[src/rtl/adder_issuer_pkg.sv]
// rtl/adder_issuer_pkg.sv - shared state type, default widths and pointer helper for adder_issuer
package adder_issuer_pkg;

  typedef enum logic [1:0] {
    RUN   = 2'd0,
    DRAIN = 2'd1,
    CLEAR = 2'd2
  } state_e;

  localparam int A_W_DEF = 4;
  localparam int C_W_DEF = 7;

  function automatic int ptr_w(input int depth);
    return (depth > 1) ? $clog2(depth) : 1;
  endfunction

endpackage

[src/rtl/adder_issuer_fifo.sv]
// rtl/adder_issuer_fifo.sv - in-order result FIFO with registered storage and synchronous clear
module adder_issuer_fifo
  import adder_issuer_pkg::*;
#(
  parameter int W     = C_W_DEF,
  parameter int DEPTH = 4,
  localparam int PW   = ptr_w(DEPTH)
) (
  input  logic          clk,
  input  logic          reset,
  input  logic          clear,
  input  logic          push,
  input  logic [W-1:0]  push_data,
  input  logic          pop,
  output logic [W-1:0]  head,
  output logic          full,
  output logic          empty,
  output logic [PW:0]   count
);

  localparam int CNTW = PW + 1;

  logic [W-1:0]    mem_q [DEPTH];
  logic [PW-1:0]   wr_q, rd_q;
  logic [CNTW-1:0] cnt_q;
  logic            do_push, do_pop;

  assign empty   = (cnt_q == '0);
  assign full    = (cnt_q == CNTW'(DEPTH));
  assign count   = cnt_q;
  assign head    = mem_q[rd_q];
  assign do_pop  = pop && !empty;
  // A push into a full FIFO is only legal when the head leaves on the same edge.
  assign do_push = push && (!full || do_pop);

  always_ff @(posedge clk) begin
    if (!reset) begin
      for (int i = 0; i < DEPTH; i++) mem_q[i] <= '0;
      wr_q  <= '0;
      rd_q  <= '0;
      cnt_q <= '0;
    end else if (clear) begin
      wr_q  <= '0;
      rd_q  <= '0;
      cnt_q <= '0;
    end else begin
      if (do_push) begin
        mem_q[wr_q] <= push_data;
        wr_q        <= wr_q + PW'(1);
      end
      if (do_pop) rd_q <= rd_q + PW'(1);
      case ({do_push, do_pop})
        2'b10:   cnt_q <= cnt_q + CNTW'(1);
        2'b01:   cnt_q <= cnt_q - CNTW'(1);
        default: cnt_q <= cnt_q;
      endcase
    end
  end

endmodule

[src/rtl/adder_issuer.sv]
// rtl/adder_issuer.sv - credit-based issuer feeding an adder and returning results in order
// Optional result checking (err, err_cnt) is enabled by defining ADDER_ISSUER_CHECK_EN.
module adder_issuer
  import adder_issuer_pkg::*;
#(
  parameter int A_W     = A_W_DEF,
  parameter int C_W     = C_W_DEF,
  parameter int LATENCY = 1,
  parameter int DEPTH   = 4
) (
  input  logic           clk,
  input  logic           reset,
  input  logic           flush,
  input  logic           in_valid,
  output logic           in_ready,
  input  logic [A_W-1:0] in_a,
  input  logic [A_W-1:0] in_b,
  output logic [A_W-1:0] add_a,
  output logic [A_W-1:0] add_b,
  output logic           add_valid,
  input  logic [C_W-1:0] add_c,
  output logic           res_valid,
  input  logic           res_ready,
  output logic [C_W-1:0] res_c,
  output logic           busy
`ifdef ADDER_ISSUER_CHECK_EN
  ,
  output logic           err,
  output logic [7:0]     err_cnt
`endif
);

  localparam int PW  = ptr_w(DEPTH);
  localparam int CRW = PW + 1;

  state_e             state_q, state_d;
  logic [CRW-1:0]     credits_q, credits_d;
  logic               rdy_en_q;
  logic               issue_q;
  logic [A_W-1:0]     a_q, b_q;
  logic [LATENCY-1:0] pipe_q;
  logic               accept, capture, pop, pipe_busy, clear;
  logic               fifo_full, fifo_empty;
  logic [PW:0]        fifo_count;

  // rdy_en_q keeps in_ready low for the first cycle out of reset.
  assign in_ready  = rdy_en_q && (state_q == RUN) && (credits_q != '0);
  assign accept    = in_valid && in_ready;
  assign capture   = pipe_q[LATENCY-1];
  assign pop       = res_valid && res_ready;
  assign pipe_busy = issue_q || (|pipe_q);
  assign clear     = (state_q == CLEAR);
  assign add_valid = issue_q;
  assign add_a     = a_q;
  assign add_b     = b_q;
  assign res_valid = !fifo_empty;
  assign busy      = pipe_busy || (fifo_count != '0) || (state_q != RUN);

  always_comb begin
    state_d = state_q;
    case (state_q)
      RUN:     if (flush) state_d = DRAIN;
      DRAIN:   if (!pipe_busy) state_d = CLEAR;
      CLEAR:   state_d = RUN;
      default: state_d = RUN;
    endcase
  end

  always_comb begin
    credits_d = credits_q;
    if (clear) begin
      credits_d = CRW'(DEPTH);
    end else begin
      case ({accept, pop})
        2'b10:   credits_d = credits_q - CRW'(1);
        2'b01:   credits_d = credits_q + CRW'(1);
        default: credits_d = credits_q;
      endcase
    end
  end

  always_ff @(posedge clk) begin
    if (!reset) begin
      state_q   <= RUN;
      credits_q <= CRW'(DEPTH);
      rdy_en_q  <= 1'b0;
      issue_q   <= 1'b0;
      a_q       <= '0;
      b_q       <= '0;
      pipe_q    <= '0;
    end else begin
      state_q   <= state_d;
      credits_q <= credits_d;
      rdy_en_q  <= 1'b1;
      issue_q   <= accept;
      if (accept) begin
        a_q <= in_a;
        b_q <= in_b;
      end
      pipe_q <= (pipe_q << 1) | LATENCY'(issue_q);
    end
  end

  adder_issuer_fifo #(
    .W     (C_W),
    .DEPTH (DEPTH)
  ) u_fifo (
    .clk       (clk),
    .reset     (reset),
    .clear     (clear),
    .push      (capture),
    .push_data (add_c),
    .pop       (pop),
    .head      (res_c),
    .full      (fifo_full),
    .empty     (fifo_empty),
    .count     (fifo_count)
  );

`ifdef ADDER_ISSUER_CHECK_EN
  logic [A_W-1:0] op_a_q [LATENCY];
  logic [A_W-1:0] op_b_q [LATENCY];
  logic           err_q;
  logic [7:0]     err_cnt_q;
  logic [C_W-1:0] exp_c;

  assign exp_c   = C_W'(op_a_q[LATENCY-1]) + C_W'(op_b_q[LATENCY-1]);
  assign err     = err_q;
  assign err_cnt = err_cnt_q;

  always_ff @(posedge clk) begin
    if (!reset) begin
      for (int i = 0; i < LATENCY; i++) begin
        op_a_q[i] <= '0;
        op_b_q[i] <= '0;
      end
      err_q     <= 1'b0;
      err_cnt_q <= '0;
    end else begin
      op_a_q[0] <= a_q;
      op_b_q[0] <= b_q;
      for (int i = 1; i < LATENCY; i++) begin
        op_a_q[i] <= op_a_q[i-1];
        op_b_q[i] <= op_b_q[i-1];
      end
      if (capture && (add_c != exp_c)) begin
        err_q <= 1'b1;
        if (err_cnt_q != 8'hFF) err_cnt_q <= err_cnt_q + 8'd1;
      end
    end
  end
`endif

  a_credit_range: assert property (@(posedge clk) disable iff (!reset)
    credits_q <= CRW'(DEPTH));
  a_credit_sum: assert property (@(posedge clk) disable iff (!reset)
    ($countones({issue_q, pipe_q}) + int'(credits_q) + int'(fifo_count)) == DEPTH);
  a_no_overflow: assert property (@(posedge clk) disable iff (!reset)
    !(capture && fifo_full && !pop));

endmodule

[config.mk]
export PLATFORM = sky130hd
export DESIGN_NAME = adder_issuer
export DESIGN_NICKNAME = d
export VERILOG_FILES = /design/src/rtl/adder_issuer_pkg.sv /design/src/rtl/adder_issuer_fifo.sv /design/src/rtl/adder_issuer.sv
export SDC_FILE = /design/constraint.sdc
export NUM_CORES = 1
export LEC_CHECK = 0
export CAP_MARGIN = 20
export CORE_ASPECT_RATIO = 1.25
export CORE_MARGIN = 2
export CORE_UTILIZATION = 28
export CTS_CLUSTER_DIAMETER = 40
export CTS_CLUSTER_SIZE = 16
export DETAILED_ROUTE_END_ITERATION = 8
export PLACE_DENSITY = 0.55
export SETUP_SLACK_MARGIN = 0.2
export SLEW_MARGIN = 10
export SYNTH_ARGS = -nofsm -noshare
export SYNTH_HDL_FRONTEND = slang
export SYNTH_SLANG_ARGS = --single-unit
[constraint.sdc]
create_clock -name clk -period 4.2 [get_ports clk]
set_input_delay 0.84 -clock clk [delete_from_list [all_inputs] [get_ports clk]]
set_output_delay 0.84 -clock clk [all_outputs]
set_load 0.05 [all_outputs]
==> results.md, run 1 <==
- Finished Layout Cells: 320
- Setup TNS: 0 ps
- Clk_lat worst skew: 310 ps
- Critical path launch point type: flop
- CP Max Fanout: 7
- Yosys warns: 0
- Die Span Y: 105 um
- Crit Path Class: flop to primary output
- Worst Skew: 6.69 ps
- Worst slew margin: 51.7%
- Worst r2r dst: credits_q[2]
- DP Wirelength: 3.27 mm
- Initial core utilization: 29.1%
- ANT nets after route: 0
- CP Cell Sequence: mux4_2 > clkdlybuf4s50_1
- # setup viols final: 0
- Clk pin slew, worst setup/hold paths: 100 ps
- Number of synthesized flops with an enable pin: 28
- Mapped Cells: 182
- Critical Path AT: 2220 ps
- Post-CTS Hold Fix Bufs: 0
- Slew Limit Fails: 0
- CTS tree: done
- Slowest stage delay, CP: 720 ps
- Worst-Margin Slew: 722 ps
- Status: finished clean
- Worst R2R Start: credits_q[0]
- Full die area: 8930 sq um
- Peak Freq: 326 MHz
- Post-CTS Setup Inserts: 0
- Placed insts: 312
- Core Box Area: 7880 sq um
- # rows: 36
- Initial antenna violation count: 0
- FFs w/ async S/R, synth: 0%
- First-pass GRT wire length: 7.54 mm
- Syn_nets: 205
- GRT Total Usage: 10.6%
- DRT Wirelength: 4.35 mm
- Via count: 1,439
- Routed len/inst: 13.6 um
- Largest net degree at the start of global routing: 19
- Initial DRC count: 32
- Synthesized area: 2290 sq um
- Synth Register Bits: 53
- Clk buf depth: 2
- Hold Crit Class: flop to flop
- Worst hold stages: 1
- Final worst path period need: 3060 ps
- Post-synth cell types: 36
- Vias in the first global route: 1,532
- I/O pins: 39
- Port Buffers: 38
- Post-cts resize count: 0
- End point of the worst hold path: state_q[0]
- VDD IR-drop max: 150 uV
- TritonCTS Buffers: 5
- Die extent in x: 84.9 um
- Area Overhead vs Synth: 25.5%
- Fill cell count: 754
- Number of max-cap violations: 0
- TritonRoute pass-1 iters: 4
- CTS sink count: 53
- Hold_sp: state_q[1]
- Avg Cell Area, Syn: 12.6 sq um
- Crit path capture type: primary output
- Root Buffer: clkbuf_8
- Remaining DRCs: 0
- WP data required: 3360 ps
- Sequential-to-total area share from yosys stat: 58.5%
- Tcrit/Tclk final: 72.9%
- Diode count: 0
- Hold_ws: 508 ps
- R2R cell count: 10
- Final Hold Viols: 0
- H-tree levels: 2
- Nets: 247
- Layout cells sized above 1: 9.33%
- Vias/cell: 4.50
- Pwr/cell area: 365 nW/um^2
- RSZ-0062 raised after global routing: false
- RD Place Congestion: 0.728
- Slowest cell on crit path: clkdlybuf4s50_1
- Lkg Pwr: 1.09 nW
- Grt total ovfl: 0
- Slack of the worst reg-to-reg path: 1900 ps
- Main synth FF type: edfxtp_1
==> how the worst max path moves through the flow <==
stage / slack [ps] / end / cells after the start
CTS: 1050 / res_c[2] / 2
floorplan: 1840 / credits_q[2] / 9
global route: 990 / res_c[5] / 2
detailed placement: 1020 / u_fifo.mem_q[1][4] / 4
finish: 1140 / res_c[2] / 2
global placement: 1050 / u_fifo.mem_q[1][3] / 4
==> cell families (layout without fill, tap and decap cells) <==
family | Yosys count | count (layout) | share of synthesized area, %
fa+ha+maj | 3 | 3 | 2.29
compound gates | 8 | 8 | 2.68
simple gates | 81 | 81 | 19.8
xor+xnor | 9 | 9 | 3.44
buf+inv | 12 | 55 | 2.40
flops | 53 | 53 | 58.5
mux | 16 | 16 | 10.8
==> worst max-delay path, delay by kind of cell (launching register included) <==
kind / cells / cell delay (ps)
flip-flops: 1 / 630
multiplexers: 1 / 570
buffers and inverters: 1 / 720
==> sequential cells by signal (all words and copies together), names as in the netlist, named ones only <==
signal / count
state_q: 2
add_b: 4
capture: 1
u_fifo.count: 3
add_valid: 1
add_a: 4
rdy_en_q: 1
credits_q: 3
u_fifo.wr_q: 2
u_fifo.mem_q: 28
u_fifo.rd_q: 2
==> area by class of cell <==
| class | count | area [sq um] | share of cell area [%] |
|---|---|---|---|
| repair buffers | 41 | 403 | 14.0 |
| flip-flops and latches | 53 | 1340 | 46.6 |
| clock buffers | 5 | 68.8 | 2.39 |
| well taps | 95 | 119 | 4.13 |
| clock inverters | 3 | 26.3 | 0.914 |
| multi-input cells | 117 | 895 | 31.1 |
| inverters | 6 | 22.5 | 0.783 |
==> layer usage <==
layer,GRT usage (%),wire length [um],vias to the layer above
met4,3.06,54,0
met2,18.2,2150,39
met3,2.92,226,5
met1,13.1,1920,669
met5,0,0,-
li1,-,-,726
==> power by group <==
group          total (mW)  leakage (nW)  switching (mW)  internal (mW)
logic               0.168         0.553          0.0969         0.0713
clock network       0.296        0.0423           0.175          0.121
registers           0.584         0.493          0.0165          0.568
==> placed cells by master (no fill, tap or decap), types with 2 or more instances in the layout <==
cell,netlist,routed
and2_1,29,29
and3_1,2,2
buf_4,0,3
clkbuf_8,0,5
clkdlybuf4s50_1,0,38
clkinvlp_4,0,2
dfxtp_1,25,25
edfxtp_1,28,28
fa_1,2,2
inv_1,5,5
mux2i_1,9,9
mux4_2,7,7
nand2_1,4,4
nand2b_1,5,5
nand3_1,4,4
nand4_1,2,2
nor2_1,24,24
nor3_1,3,3
nor3b_1,3,3
xnor2_1,2,2
xor2_1,7,7
==> cells in the mapped netlist, drive strengths merged, types with 2 or more instances <==
cell,n,area (sq um)
and3,2,12.5
nor3,4,25.0
mux4,7,158
xnor2,2,17.5
nand3,4,20.0
nand2,4,15.0
nand4,2,12.5
edfxtp,28,841
inv,5,18.8
and2,29,181
nor3b,3,22.5
fa,2,40.0
and4b,2,23.8
buf,4,25.0
clkbuf,2,7.51
xor2,7,61.3
nor2,24,90.1
dfxtp,25,500
mux2i,9,90.1
nand2b,5,31.3
==> per-stage QoR <==
| step | util [%] | setup slack, ps | power [mW] | area, sq um |
|---|---|---|---|---|
| 6_report | 36.5 | 1140 | 1.05 | 2880 |
| 5_1_grt | 36.5 | 986 | 1.10 | 2880 |
| 4_1_cts | 36.5 | 1050 | 1.07 | 2880 |
| 3_3_place_gp | 35.3 | 1050 | 0.766 | 2780 |
| 2_1_floorplan | - | 1840 | 0.702 | 2290 |
| 3_5_place_dp | 35.3 | 1020 | 0.765 | 2780 |
Note: power is estimated with default switching activity, not from simulation.
==> run 2, diff against run 1 <==
PLACE_DENSITY = 0.56   (was 0.55)
clock period = 2.7 ns   (was 4.2 ns; I/O delays follow)
==> results.md, run 2 (synthesis gave the netlist of run 1 again) <==
- TritonRoute pass-1 iters: 4
- Clk pin slew, worst setup/hold paths: 100 ps
- Status: finished clean
- RD Place Congestion: 0.744
- Switching share of power: 27.4%
- # setup viols final: 0
- Reg with most FFs: u_fifo.mem_q
- Routed len/inst: 13.6 um
- Worst r2r dst: credits_q[2]
- Crit Path Class: flop to primary output
- Pwr/cell area: 561 nW/um^2
- CP startpoint: u_fifo.count[0]
- TritonCTS Buffers: 5
- Crit path capture type: primary output
- Clk_lat worst skew: 310 ps
- Hold Crit Class: flop to flop
- Vias in the first global route: 1,471
- Worst slew margin: 59.7%
- Post-CTS Hold Fix Bufs: 0
- Critical path launch point type: flop
- Slew Limit Fails: 0
- DP Wirelength: 3.23 mm
- Max FFs per register: 28
- Nets: 252
- Full die area: 8930 sq um
- Vias/cell: 4.51
- Port Buffers: 38
- VDD IR-drop max: 274 uV
- Die extent in x: 84.9 um
- Initial core utilization: 29.1%
- Worst R2R Start: credits_q[0]
- H-tree levels: 2
- Setup TNS: 0 ps
- Leading cell types in the layout, fill and taps excluded: 29 x and2_1, 29 x clkdlybuf4s50_1, 28 x edfxtp_1
- CTS sink count: 53
- R2R cell count: 9
- Lkg Pwr: 1.16 nW
- ANT nets after route: 0
- Layout cells sized above 1: 12.6%
- Flop pwr share: 55.7%
- Largest net degree at the start of global routing: 19
- First-pass GRT wire length: 7.38 mm
- Diode count: 0
- Pint: 1.18 mW
- Final Hold Viols: 0
- Remaining DRCs: 0
- CTS tree: done
- Number of max-cap violations: 0
- End of the critical path: res_valid
- GRT Total Usage: 10.6%
- I/O pins: 39
- Grt total ovfl: 0
- NetSw: 0.447 mW
- WP data required: 2160 ps
- DRT Wirelength: 4.42 mm
- Via count: 1,467
- Die Span Y: 105 um
- Final worst path period need: 2310 ps
- Peak Freq: 433 MHz
- CP Max Fanout: 7
- Core Box Area: 7880 sq um
- Initial DRC count: 62
- Post-layout worst setup margin: 391 ps
- Critical Path AT: 1770 ps
- RSZ-0062 raised after global routing: false
- Clk buf depth: 2
- # rows: 36
- Tcrit/Tclk final: 85.5%
- Combinational Power Share: 16.0%
- Worst-Margin Slew: 600 ps
- Place WS: 69.8 ps
- Initial antenna violation count: 0
- Slack of the worst reg-to-reg path: 580 ps
- Root Buffer: clkbuf_8
- Area Overhead vs Synth: 26.9%
- Worst Skew: 15.9 ps
- Clk pwr share: 28.3%
[run 2: cell count changes in the layout (fill, tap and decap cells not counted), moves of 2 or more]
cell	previous run	this run
clkdlybuf4s50_1	38	29
dlygate4sd2_1	0	5
buf_4	3	10
clkinvlp_4	2	0
clkinv_4	0	2
dlymetal6s2s_1	0	2
[run 2: metrics by stage]
| step | area (sq um) | total power, mW | hold slack, ps | utilization, % | instances |
|---|---|---|---|---|---|
| floorplan | 2290 | 1.09 | 448 | - | 182 |
| global placement | 2810 | 1.19 | 470 | 35.7 | 317 |
| detailed placement | 2810 | 1.19 | 482 | 35.7 | 317 |
| CTS | 2900 | 1.66 | 501 | 36.8 | 325 |
| global route | 2910 | 1.71 | 530 | 36.9 | 325 |
| finish | 2910 | 1.63 | 500 | 36.9 | 325 |
[run 2: worst min-delay path by stage]
stage | startpoint | to | slack, ps | depth (start not counted)
final | add_a[0] | add_a[0] | 500 | 2
after global routing | state_q[1] | state_q[0] | 530 | 1
after CTS | state_q[1] | state_q[0] | 500 | 1
after detailed placement | state_q[1] | state_q[0] | 480 | 1
after global placement | state_q[1] | state_q[0] | 470 | 1
after floorplan | state_q[1] | state_q[0] | 450 | 1
[run 2: what timing repair did]
action | 4_1_cts | 5_1_grt
setup endpoints to repair | 5 | 2
resized for setup | 6 | 2
setup buffers | 0 | 0
[run 2: layer usage]
layer,global-route usage (%),vias to the layer above,part of all wire (%)
li1,-,731,-
met1,12.5,691,44
met2,17.9,41,49
met3,3.71,4,6.5
met4,3.40,0,0.86
met5,0,-,0
[run 2: cell type report]
| cell class | instances | area (sq um) |
|---|---|---|
| Multi-Input combinational cell | 117 | 895 |
| Clock buffer | 5 | 68.8 |
| Sequential cell | 53 | 1340 |
| Inverter | 6 | 22.5 |
| Timing Repair Buffer | 46 | 434 |
| Tap cell | 95 | 119 |
| Clock inverter | 3 | 26.3 |
| Fill cell | 785 | 4970 |
[run 2: power by group through the flow]
stage	Clock, mW	Sequential [mW]	Combinational [mW]
after floorplan	0	0.945	0.148
after global placement	0	0.926	0.268
after detailed placement	0	0.927	0.267
after CTS	0.482	0.909	0.266
after global routing	0.514	0.913	0.284
final	0.462	0.908	0.261
[run 2: critical path: stages (launching register included)]
cell	delay (ps)
dfxtp_1	390
nor3_1	300
inv_1	70
clkdlybuf4s50_1	710
==> run 3, diff against run 2 <==
HOLD_SLACK_MARGIN = 0.15   (was default)
REMOVE_ABC_BUFFERS = 1   (was default)
==> results.md, run 3 (synthesis gave the netlist of run 1 again) <==
- Status: finished clean
- CP Buf/Inv Count: 2
- Slew Limit Fails: 0
- Largest net degree at the start of global routing: 17
- Number of max-cap violations: 0
- Hold_ws: 496 ps
- Critical Path AT: 1800 ps
- DRT Wirelength: 4.44 mm
- Nets: 254
- Critical Path Stages: 3
- RSZ-0062 raised after global routing: false
- Root Buffer: clkbuf_8
- CP Max Fanout: 7
- Pint: 1.27 mW
- # setup viols final: 0
- Grt total ovfl: 0
- TritonRoute pass-1 iters: 4
- ANT nets after route: 0
- Tcrit/Tclk final: 86.6%
- Full die area: 8930 sq um
- Clk pin slew, worst setup/hold paths: 90 ps
- CP Cell Sequence: nor3_1 > inv_1 > clkdlybuf4s50_1
- Combinational Power Share: 15.4%
- Slowest stage delay, CP: 720 ps
- First-pass GRT wire length: 7.62 mm
- R2R cell count: 9
- Die extent in x: 84.9 um
- # rows: 36
- WP data required: 2160 ps
- Lkg Pwr: 1.16 nW
- Clk_lat worst skew: 300 ps
- Switching share of power: 25.2%
- Reg with most FFs: u_fifo.mem_q
- Tot Pwr: 1.69 mW
- Critical path launch point type: flop
- TritonCTS Buffers: 5
- Post-CTS Hold Fix Bufs: 0
- GR Util met1: 12.1%
- Post-CTS Setup Inserts: 0
- Place WS: 118 ps
- Vias/cell: 4.60
- Slowest cell on crit path: clkdlybuf4s50_1
- Remaining DRCs: 0
- CTS sink count: 53
- Routed len/inst: 13.6 um
- Die Span Y: 105 um
- Worst path top cell family by delay: buffers and inverters
- VDD IR-drop max: 265 uV
- Max FFs per register: 28
- Diode count: 0
- Crit path capture type: primary output
- Worst-Margin Slew: 520 ps
- Crit Path Class: flop to primary output
- H-tree levels: 2
- Post-cts resize count: 9
- Worst Skew: 7.30 ps
- Leading cell types in the layout, fill and taps excluded: 29 x and2_1, 29 x clkdlybuf4s50_1, 28 x edfxtp_1
- Peak Freq: 428 MHz
- Area Overhead vs Synth: 27.9%
- Clk pwr share: 31.2%
- GRT Total Usage: 10.9%
- Grt met2 use: 18.5%
- Final Hold Viols: 0
- Initial antenna violation count: 0
- Core Box Area: 7880 sq um
- Post-layout worst setup margin: 362 ps
- Port Buffers: 38
- Hold Crit Class: flop to flop
- Setup TNS: 0 ps
- Flop pwr share: 53.5%
- CTS tree: done
- Initial core utilization: 29.1%
- GRT met3 Usage: 4.11%
- Initial DRC count: 41
- Clk buf depth: 2
- RD Place Congestion: 0.757
- Worst hold stages: 2
- Final worst path period need: 2340 ps
- Layout cells sized above 1: 11.6%
- Worst slew margin: 65.2%
- Pwr/cell area: 578 nW/um^2
- Final cell utilization of the core: 37.2%
- I/O pins: 39
- DP Wirelength: 3.25 mm
- Vias in the first global route: 1,641
- Via count: 1,504
- NetSw: 0.427 mW
- GRT busiest layer: met2
[run 3: cell types whose count changed in the layout (fill, tap and decap cells not counted)]
cell / change
dlygate4sd2_1: +4
clkinv_4: -2
dlymetal6s2s_1: -2
bufinv_16: +1
clkbuf_1: +1
clkinv_2: +1
dfxtp_1: +1
dfxtp_2: -1
inv_6: -1
[run 3: layout make-up]
cell class | count | area [sq um]
fillers | 789 | 4950
flip-flops and latches | 53 | 1340
multi-input cells | 117 | 895
repair buffers | 48 | 444
well taps | 95 | 119
clock buffers | 6 | 72.6
clock inverters | 2 | 35.0
inverters | 6 | 22.5
[run 3: worst paths after layout]
check,from,to,slack (ps)
max,u_fifo.count[0],res_valid,360
min reg2reg,add_a[3],add_a[3],500
max reg2reg,credits_q[0],credits_q[2],570
min,add_a[3],add_a[3],500
[run 3: worst min-delay path, cell delays in order (launching register included)]
cell	delay (ps)
dfxtp_1	330
mux2i_1	60
nor2_1	70
[run 3: power groups by stage]
stage	sequential, mW	combinational [mW]	clock (mW)
2_1_floorplan	0.947	0.141	0
3_3_place_gp	0.923	0.270	0
3_5_place_dp	0.924	0.271	0
4_1_cts	0.906	0.264	0.549
5_1_grt	0.911	0.283	0.570
6_report	0.905	0.260	0.527
[run 3: layer usage]
layer,vias up,part of all wire [%],routed length [um]
met5,-,0,0
met3,8,6.8,303
met1,711,43,1890
met4,0,2.0,90
li1,739,-,-
met2,46,49,2150
[run 3: stage by stage]
step,instances,cell area [sq um]
6_report,327,2930
3_3_place_gp,319,2830
5_1_grt,327,2930
4_1_cts,327,2930
3_5_place_dp,319,2830
2_1_floorplan,176,2260
